--- config.mk ---
export PLATFORM = sky130hd
export DESIGN_NAME = diy_mole_recorder
export DESIGN_NICKNAME = d
export VERILOG_FILES = /design/src/rtl/diy_mole_recorder_pkg.sv /design/src/rtl/diy_entry_ram.sv /design/src/rtl/diy_mole_recorder.sv
export SDC_FILE = /design/constraint.sdc
export NUM_CORES = 1
export LEC_CHECK = 0
export ABC_AREA = 1
export CAP_MARGIN = 30
export CORE_MARGIN = 2
export CORE_UTILIZATION = 50
export DETAILED_ROUTE_END_ITERATION = 6
export DONT_BUFFER_PORTS = 1
export PLACE_DENSITY = 0.66
export RECOVER_POWER = 100
export SKIP_LAST_GASP = 1
export SLEW_MARGIN = 40
export SYNTH_ARGS = -nofsm -noshare
export SYNTH_HDL_FRONTEND = slang
export SYNTH_HIERARCHICAL = 1
export SYNTH_SLANG_ARGS = --single-unit
export TNS_END_PERCENT = 10
--- constraint.sdc ---
create_clock -name clk -period 3.36 [get_ports clk]
set_input_delay 0.672 -clock clk [delete_from_list [all_inputs] [get_ports clk]]
set_output_delay 0.672 -clock clk [all_outputs]
set_load 0.005 [all_outputs]
--- src/rtl/diy_mole_recorder_pkg.sv ---
// Shared game constants for the DIY mole recorder: sizing, spacing and FSM encodings.
// Imported by the recorder top and its entry storage.
package diy_mole_recorder_pkg;

  localparam int          DIY_DEPTH   = 16;
  localparam int          DIY_ADDR_W  = 23;
  localparam logic [22:0] DIY_MIN_GAP = 23'h001000;
  localparam int          DIY_IDX_W   = 4;
  localparam int          DIY_CNT_W   = 5;
  localparam int          DIY_LOC_W   = 3;

  typedef enum logic [1:0] {
    ST_IDLE      = 2'd0,
    ST_RECORDING = 2'd1,
    ST_DONE      = 2'd2
  } diy_state_e;

  // Packs one stored entry as {music address, pad location}.
  function automatic logic [DIY_ADDR_W+DIY_LOC_W-1:0] pack_entry(
    input logic [DIY_ADDR_W-1:0] addr,
    input logic [DIY_LOC_W-1:0]  loc
  );
    return {addr, loc};
  endfunction

endpackage

--- src/rtl/diy_entry_ram.sv ---
// Mole entry storage: synchronous write port and a registered read port.
// The array itself is never reset; only the read register clears on reset.
module diy_entry_ram
  import diy_mole_recorder_pkg::*;
#(
  parameter int DEPTH = DIY_DEPTH,
  parameter int WIDTH = DIY_ADDR_W + DIY_LOC_W
) (
  input  logic                 clk,
  input  logic                 reset,
  input  logic                 i_we,
  input  logic [DIY_IDX_W-1:0] i_waddr,
  input  logic [WIDTH-1:0]     i_wdata,
  input  logic [DIY_IDX_W-1:0] i_raddr,
  output logic [WIDTH-1:0]     o_rdata
);

  logic [WIDTH-1:0] r_mem [DEPTH];
  logic [WIDTH-1:0] r_rdata;

  // Write port
  always_ff @(posedge clk) begin
    if (i_we) begin
      r_mem[i_waddr] <= i_wdata;
    end
  end

  // Registered read port
  always_ff @(posedge clk or posedge reset) begin
    if (reset) begin
      r_rdata <= '0;
    end else begin
      r_rdata <= r_mem[i_raddr];
    end
  end

  assign o_rdata = r_rdata;

endmodule

--- src/rtl/diy_mole_recorder.sv ---
// Records up to DEPTH timestamped pad stomps while diy_mode is high and serves
// them back by index; a stomp is kept only if it is far enough from the previous one.
module diy_mole_recorder
  import diy_mole_recorder_pkg::*;
#(
  parameter int                DEPTH   = DIY_DEPTH,
  parameter int                ADDR_W  = DIY_ADDR_W,
  parameter logic [ADDR_W-1:0] MIN_GAP = DIY_MIN_GAP
) (
  input  logic                 clk,
  input  logic                 reset,
  input  logic                 diy_mode,
  input  logic                 record_stop,
  input  logic                 step_valid,
  input  logic [2:0]           step_location,
  input  logic [ADDR_W-1:0]    music_address,
  input  logic [3:0]           lookup_index,
  output logic                 recording,
  output logic                 ready_to_use,
  output logic                 full,
  output logic [4:0]           total_moles,
  output logic [ADDR_W-1:0]    index_address,
  output logic [2:0]           saved_mole_location
);

  localparam logic [DIY_CNT_W-1:0] DEPTH_CNT = DIY_CNT_W'(DEPTH);

  diy_state_e              r_state;
  logic [DIY_CNT_W-1:0]    r_total;
  logic [ADDR_W-1:0]       r_last_addr;
  logic                    r_recording;
  logic                    r_ready;
  logic                    r_full;

  logic [ADDR_W:0]         w_thresh;
  logic                    w_gap_ok;
  logic                    w_accept;
  logic                    w_we;
  logic [DIY_CNT_W-1:0]    w_cnt_next;
  logic [DIY_IDX_W-1:0]    w_raddr;
  logic [ADDR_W+2:0]       w_rdata;

  // One extra bit keeps last_addr + MIN_GAP from wrapping near the top of the address space.
  assign w_thresh   = {1'b0, r_last_addr} + {1'b0, MIN_GAP};
  assign w_gap_ok   = (r_total == 5'd0) || ({1'b0, music_address} >= w_thresh);
  assign w_accept   = step_valid && !r_full && w_gap_ok;
  assign w_we       = diy_mode && (r_state == ST_RECORDING) && w_accept;
  assign w_cnt_next = r_total + {4'd0, w_we};
  assign w_raddr    = ({1'b0, lookup_index} < r_total) ? lookup_index : 4'd0;

  // Recording FSM with its counters and registered status outputs
  always_ff @(posedge clk or posedge reset) begin
    if (reset) begin
      r_state     <= ST_IDLE;
      r_total     <= 5'd0;
      r_last_addr <= '0;
      r_recording <= 1'b0;
      r_ready     <= 1'b0;
      r_full      <= 1'b0;
    end else if (!diy_mode) begin
      r_state     <= ST_IDLE;
      r_recording <= 1'b0;
      r_ready     <= 1'b0;
    end else begin
      case (r_state)
        ST_IDLE: begin
          r_state     <= ST_RECORDING;
          r_total     <= 5'd0;
          r_last_addr <= '0;
          r_recording <= 1'b1;
          r_ready     <= 1'b0;
          r_full      <= 1'b0;
        end
        ST_RECORDING: begin
          if (w_we) begin
            r_last_addr <= music_address;
          end else begin
            r_last_addr <= r_last_addr;
          end
          r_total <= w_cnt_next;
          r_full  <= (w_cnt_next == DEPTH_CNT);
          // The post-step count decides both auto-finish and whether record_stop counts.
          if ((w_cnt_next == DEPTH_CNT) || (record_stop && (w_cnt_next != 5'd0))) begin
            r_state     <= ST_DONE;
            r_recording <= 1'b0;
            r_ready     <= 1'b1;
          end else begin
            r_state     <= ST_RECORDING;
            r_recording <= 1'b1;
            r_ready     <= 1'b0;
          end
        end
        ST_DONE: begin
          r_state     <= ST_DONE;
          r_recording <= 1'b0;
          r_ready     <= 1'b1;
        end
        default: begin
          r_state     <= ST_IDLE;
          r_recording <= 1'b0;
          r_ready     <= 1'b0;
        end
      endcase
    end
  end

  diy_entry_ram #(
    .DEPTH (DEPTH),
    .WIDTH (ADDR_W + 3)
  ) u_ram (
    .clk     (clk),
    .reset   (reset),
    .i_we    (w_we),
    .i_waddr (r_total[3:0]),
    .i_wdata (pack_entry(music_address, step_location)),
    .i_raddr (w_raddr),
    .o_rdata (w_rdata)
  );

  assign recording           = r_recording;
  assign ready_to_use        = r_ready;
  assign full                = r_full;
  assign total_moles         = r_total;
  assign index_address       = w_rdata[ADDR_W+2:3];
  assign saved_mole_location = w_rdata[2:0];

endmodule
==> results of run 1 <==
[layout by cell type, fill, tap and decap left out, types with 2 or more instances in the layout]
| cell type | netlist | routed |
|---|---|---|
| clkbuf_8 | 0 | 5 |
| dfrtp_1 | 59 | 59 |
| nor2_4 | 2 | 24 |
| clkinv_2 | 0 | 8 |
| ha_4 | 0 | 2 |
| inv_6 | 0 | 2 |
| xnor2_1 | 4 | 4 |
| nand3b_1 | 3 | 3 |
| clkbuf_16 | 0 | 48 |
| ha_1 | 33 | 30 |
| a21oi_1 | 14 | 13 |
| nand2_2 | 2 | 2 |
| o22ai_1 | 3 | 3 |
| nand2_4 | 2 | 2 |
| buf_12 | 0 | 32 |
| clkbuf_1 | 29 | 20 |
| buf_4 | 10 | 27 |
| nand3_2 | 0 | 2 |
| nand3_1 | 349 | 347 |
| edfxtp_1 | 416 | 416 |
| nand4_1 | 5 | 5 |
| nand2_1 | 661 | 661 |
| clkinv_1 | 2 | 4 |
| inv_2 | 3 | 2 |
| xor2_1 | 8 | 8 |
| inv_1 | 382 | 381 |
| o21ai_0 | 4 | 3 |
| nor2_1 | 36 | 13 |
| bufinv_16 | 0 | 4 |
[worst paths after layout]
kind                                          endpoint  slack [ps]                        start
hold / removal             u_ram/r_mem[4][0]$_DFFE_PP_         180             step_location[0]
setup / recovery                  r_state[1]$_DFF_PP0_           9  r_last_addr[13]$_DFFE_PP0P_
min in group asynchronous  r_last_addr[13]$_DFFE_PP0P_         220                        reset
max in group asynchronous  u_ram/o_rdata[25]$_DFF_PP0_        2170                        reset
setup reg to reg                  r_state[1]$_DFF_PP0_           9  r_last_addr[13]$_DFFE_PP0P_
hold reg to reg            r_last_addr[10]$_DFFE_PP0P_         470  r_last_addr[10]$_DFFE_PP0P_
[logic make-up after synthesis]
family          count (synthesis)  synth area share, %
fa+ha+maj                      33                 1.97
compound gates                 22                0.554
flops                         475                 66.6
simple gates                 1061                 21.3
buf+inv                       480                 9.08
xor+xnor                       12                0.501
[area by class of cell]
type | instances | share of cell area (%)
inverter | 387 | 6.13
antenna | 1 | 0.0105
clock buffer | 72 | 5.63
sequential | 475 | 58.6
multi-input combinational | 1128 | 22.3
clock inverter | 18 | 0.919
tap | 539 | 2.83
timing repair buffer | 60 | 3.55
[Yosys cell counts (all sizes together)]
cell / number / area, sq um
a21oi: 14 / 70.1
buf: 64 / 345
clkbuf: 29 / 109
clkinv: 2 / 7.51
dfrtp: 59 / 1480
edfxtp: 416 / 12500
ha: 33 / 413
inv: 385 / 1450
nand2: 665 / 2520
nand3: 349 / 1750
nand3b: 3 / 22.5
nand4: 5 / 31.3
nor2: 38 / 158
nor3: 1 / 5.00
o21ai: 4 / 20.0
o21bai: 1 / 7.51
o22ai: 3 / 18.8
xnor2: 4 / 35.0
xor2: 8 / 70.1
[through the flow]
step           instances  setup slack [ps]  setup TNS, ps
3_3_place_gp        2586              13.0              0
6_report            2680              9.22              0
3_5_place_dp        2586              -119           -233
4_1_cts             2676              18.5              0
5_1_grt             2679              -285          -7220
2_1_floorplan       2083              -357        -143040
[report_power, final]
group | internal, mW | switching [mW] | total, mW
logic | 0.530 | 1.07 | 1.60
clock network | 3.08 | 2.20 | 5.28
registers | 6.66 | 0.148 | 6.81
[routing by layer]
metal / global-route usage [%] / routed length [microns] / vias up
met1: 30.7 / 20900 / 6706
met3: 4.12 / 3660 / 91
li1: - / - / 6724
met2: 37.9 / 23200 / 476
met4: 7.93 / 1290 / 0
met5: 0 / 0 / -
[worst register-to-register path: stages (launching register included)]
cell and delay [ps]:
dfrtp_1 390, ha_2 220, nand3_2 100, nor2_4 140
nand3_2 110, xor2_1 160, ha_1 280, nand2_1 50
inv_1 60, nand4_1 100, nor2_1 120, nand2_1 50
nand2_1 80, nand2_2 70, nor2_4 140, ha_4 170
ha_4 130, xor2_1 150, inv_1 80, nand4_1 160
nor2_1 70, a21oi_2 140, nor2_1 50, o21ai_1 160
nor2_1 60
[timing repair]
action,in CTS,in global routing
pin swaps,0,10
setup buffers,0,3
endpoints found under the setup margin,2,136
gates resized for setup,5,9
[registers in the layout, summed over array words and instances (netlist names)]
name	flops
ready_to_use	1
total_moles	5
recording	1
u_ram/r_mem	416
r_state	2
r_last_addr	23
full	1
u_ram/o_rdata	26
==> results.md, run 1 <==
### Critical path
- 2 — number of buffer and inverter instances along the worst setup path
- 24 — total stage count of the critical path
- register — critical path endpoint category
- 3 — CP max FO
- 3820 ps — arrival time of data at the critical path endpoint
- nor2_1 — library cell appearing most often on the critical path
- register — critical path startpoint category
- 3830 ps — CP required
- 390 ps — CP max stage delay
- ha_2, nand3_2, nor2_4, nand3_2, xor2_1, ha_1, nand2_1, inv_1, nand4_1, nor2_1, nand2_1, nand2_1, nand2_2, nor2_4, ha_4, ha_4, xor2_1, inv_1, nand4_1, nor2_1, a21oi_2, nor2_1, o21ai_1, nor2_1 — crit-path cells
- simple AND/OR/NAND/NOR gates — largest delay contributor family on the critical path
- 24 — logic depth of the worst register-to-register path
- dfrtp_1 — slowest cell on the critical path
- register to register — critical setup path kind

### Floorplan
- 69 — I/O pin count
- 209 microns — height of the die
- 50.4% — effective utilization at floorplan
- 0.0436 sq mm — full die area
- 75 — standard-cell row count
- 209 microns — width of the die
- 0.0417 sq mm — Core Footprint

### STA
- 3350 ps — post-layout minimum cycle time
- -16.6% — relative slew slack
- 0.298 GHz — fmax
- 1740 ps — transition at the pin with the smallest max-transition slack
- yes — RSZ-0062 raised after global routing
- 184 ps — worst hold margin
- 27 — Slew Limit Fails
- 0 — number of setup violations in the final report
- 99.7% — final critical-path share of the clock period
- 0 — Fin. Hold Viols
- 13.1 ps — Clock Skew

### Outcome
- finished with violations — result of the run
- capacitance limit, slew limit — failing checks

### Power
- 13.7 mW — Final Power
- 0.550 mV — maximum resistive drop on vdd
- 10.4 nW — total leakage power
- 574 mW/mm^2 — pwr/cell area

### Min path
- 0 — worst hold stages
- primary input to register — worst min path class

### Final layout
- 0.00532 sq mm — multi-input combinational cell area
- 57.2% — end-of-flow core utilization
- 7.80% — share of post-route cells with drive strength above 1
- 0.0140 sq mm — register area
- 2168 — layout net count
- 0.0238 sq mm — post-route cell area
- 3486 — layout filler cell count
- 13.6% — Area Growth Syn to Fin

### Global routing
- 76600 microns — first-pass GRT wire length
- 105 — maximum number of pins on one net before global-route repair
- 1 — antenna violations before repair
- 0 — GRT overflow
- 14000 — via count of the first global-routing pass
- 22.9% — overall track demand over capacity in global routing

### Drt
- 18.3 microns — DR WL/cell
- 1242 — DRC marker count from the first detailed-route iteration
- 0 — number of nets still failing antenna checks after routing
- 0 — post-route DRC violation count
- 49000 microns — detailed-route wire length
- 7 — total iterations of the first detailed-routing run
- 14000 — number of vias after detailed routing
- 5.22 — via-per-instance ratio

### Synth
- 2083 — Gate Count Post-Synth
- 0.0210 sq mm — Cell Area, Synth
- 6 — count of yosys warnings during synthesis
- 10.1 sq um — Avg Inst Size Synth
- 2151 — Mapped Nets
- 26 — post-synthesis cell type count
- 66.6% — sequential cell area fraction in the yosys report
- 475 — number of synthesized register bits

### Clocking
- clkbuf_16 — clock root buffer
- 3 — clk buf depth
- 48 — clock buffers created by TritonCTS
- 580 ps — later-pin clock latency in the skew report
- 475 — clk sink count
- built — clock tree from TritonCTS
- 0 — count of hold-fix buffers inserted at cts
- 2 — H-tree levels
- 60 ps — Reg clk slew, reported paths

### Placed design
- 0 — quantity of I/O buffers inserted on ports
- 0.846 — gpl congestion
- 0.0222 sq mm — Placed Instance Area
- 27500 microns — Post-DP HPWL

### Job
- 1 — max-cap check violation count

No activity file was read; power rests on OpenSTA's default activity.
==> run 2: changes to the inputs <==
CTS_CLUSTER_DIAMETER = 150   (was default)
==> results of run 2 <==
Same layout as run 1: the final DEF is identical, and so are final timing and power.
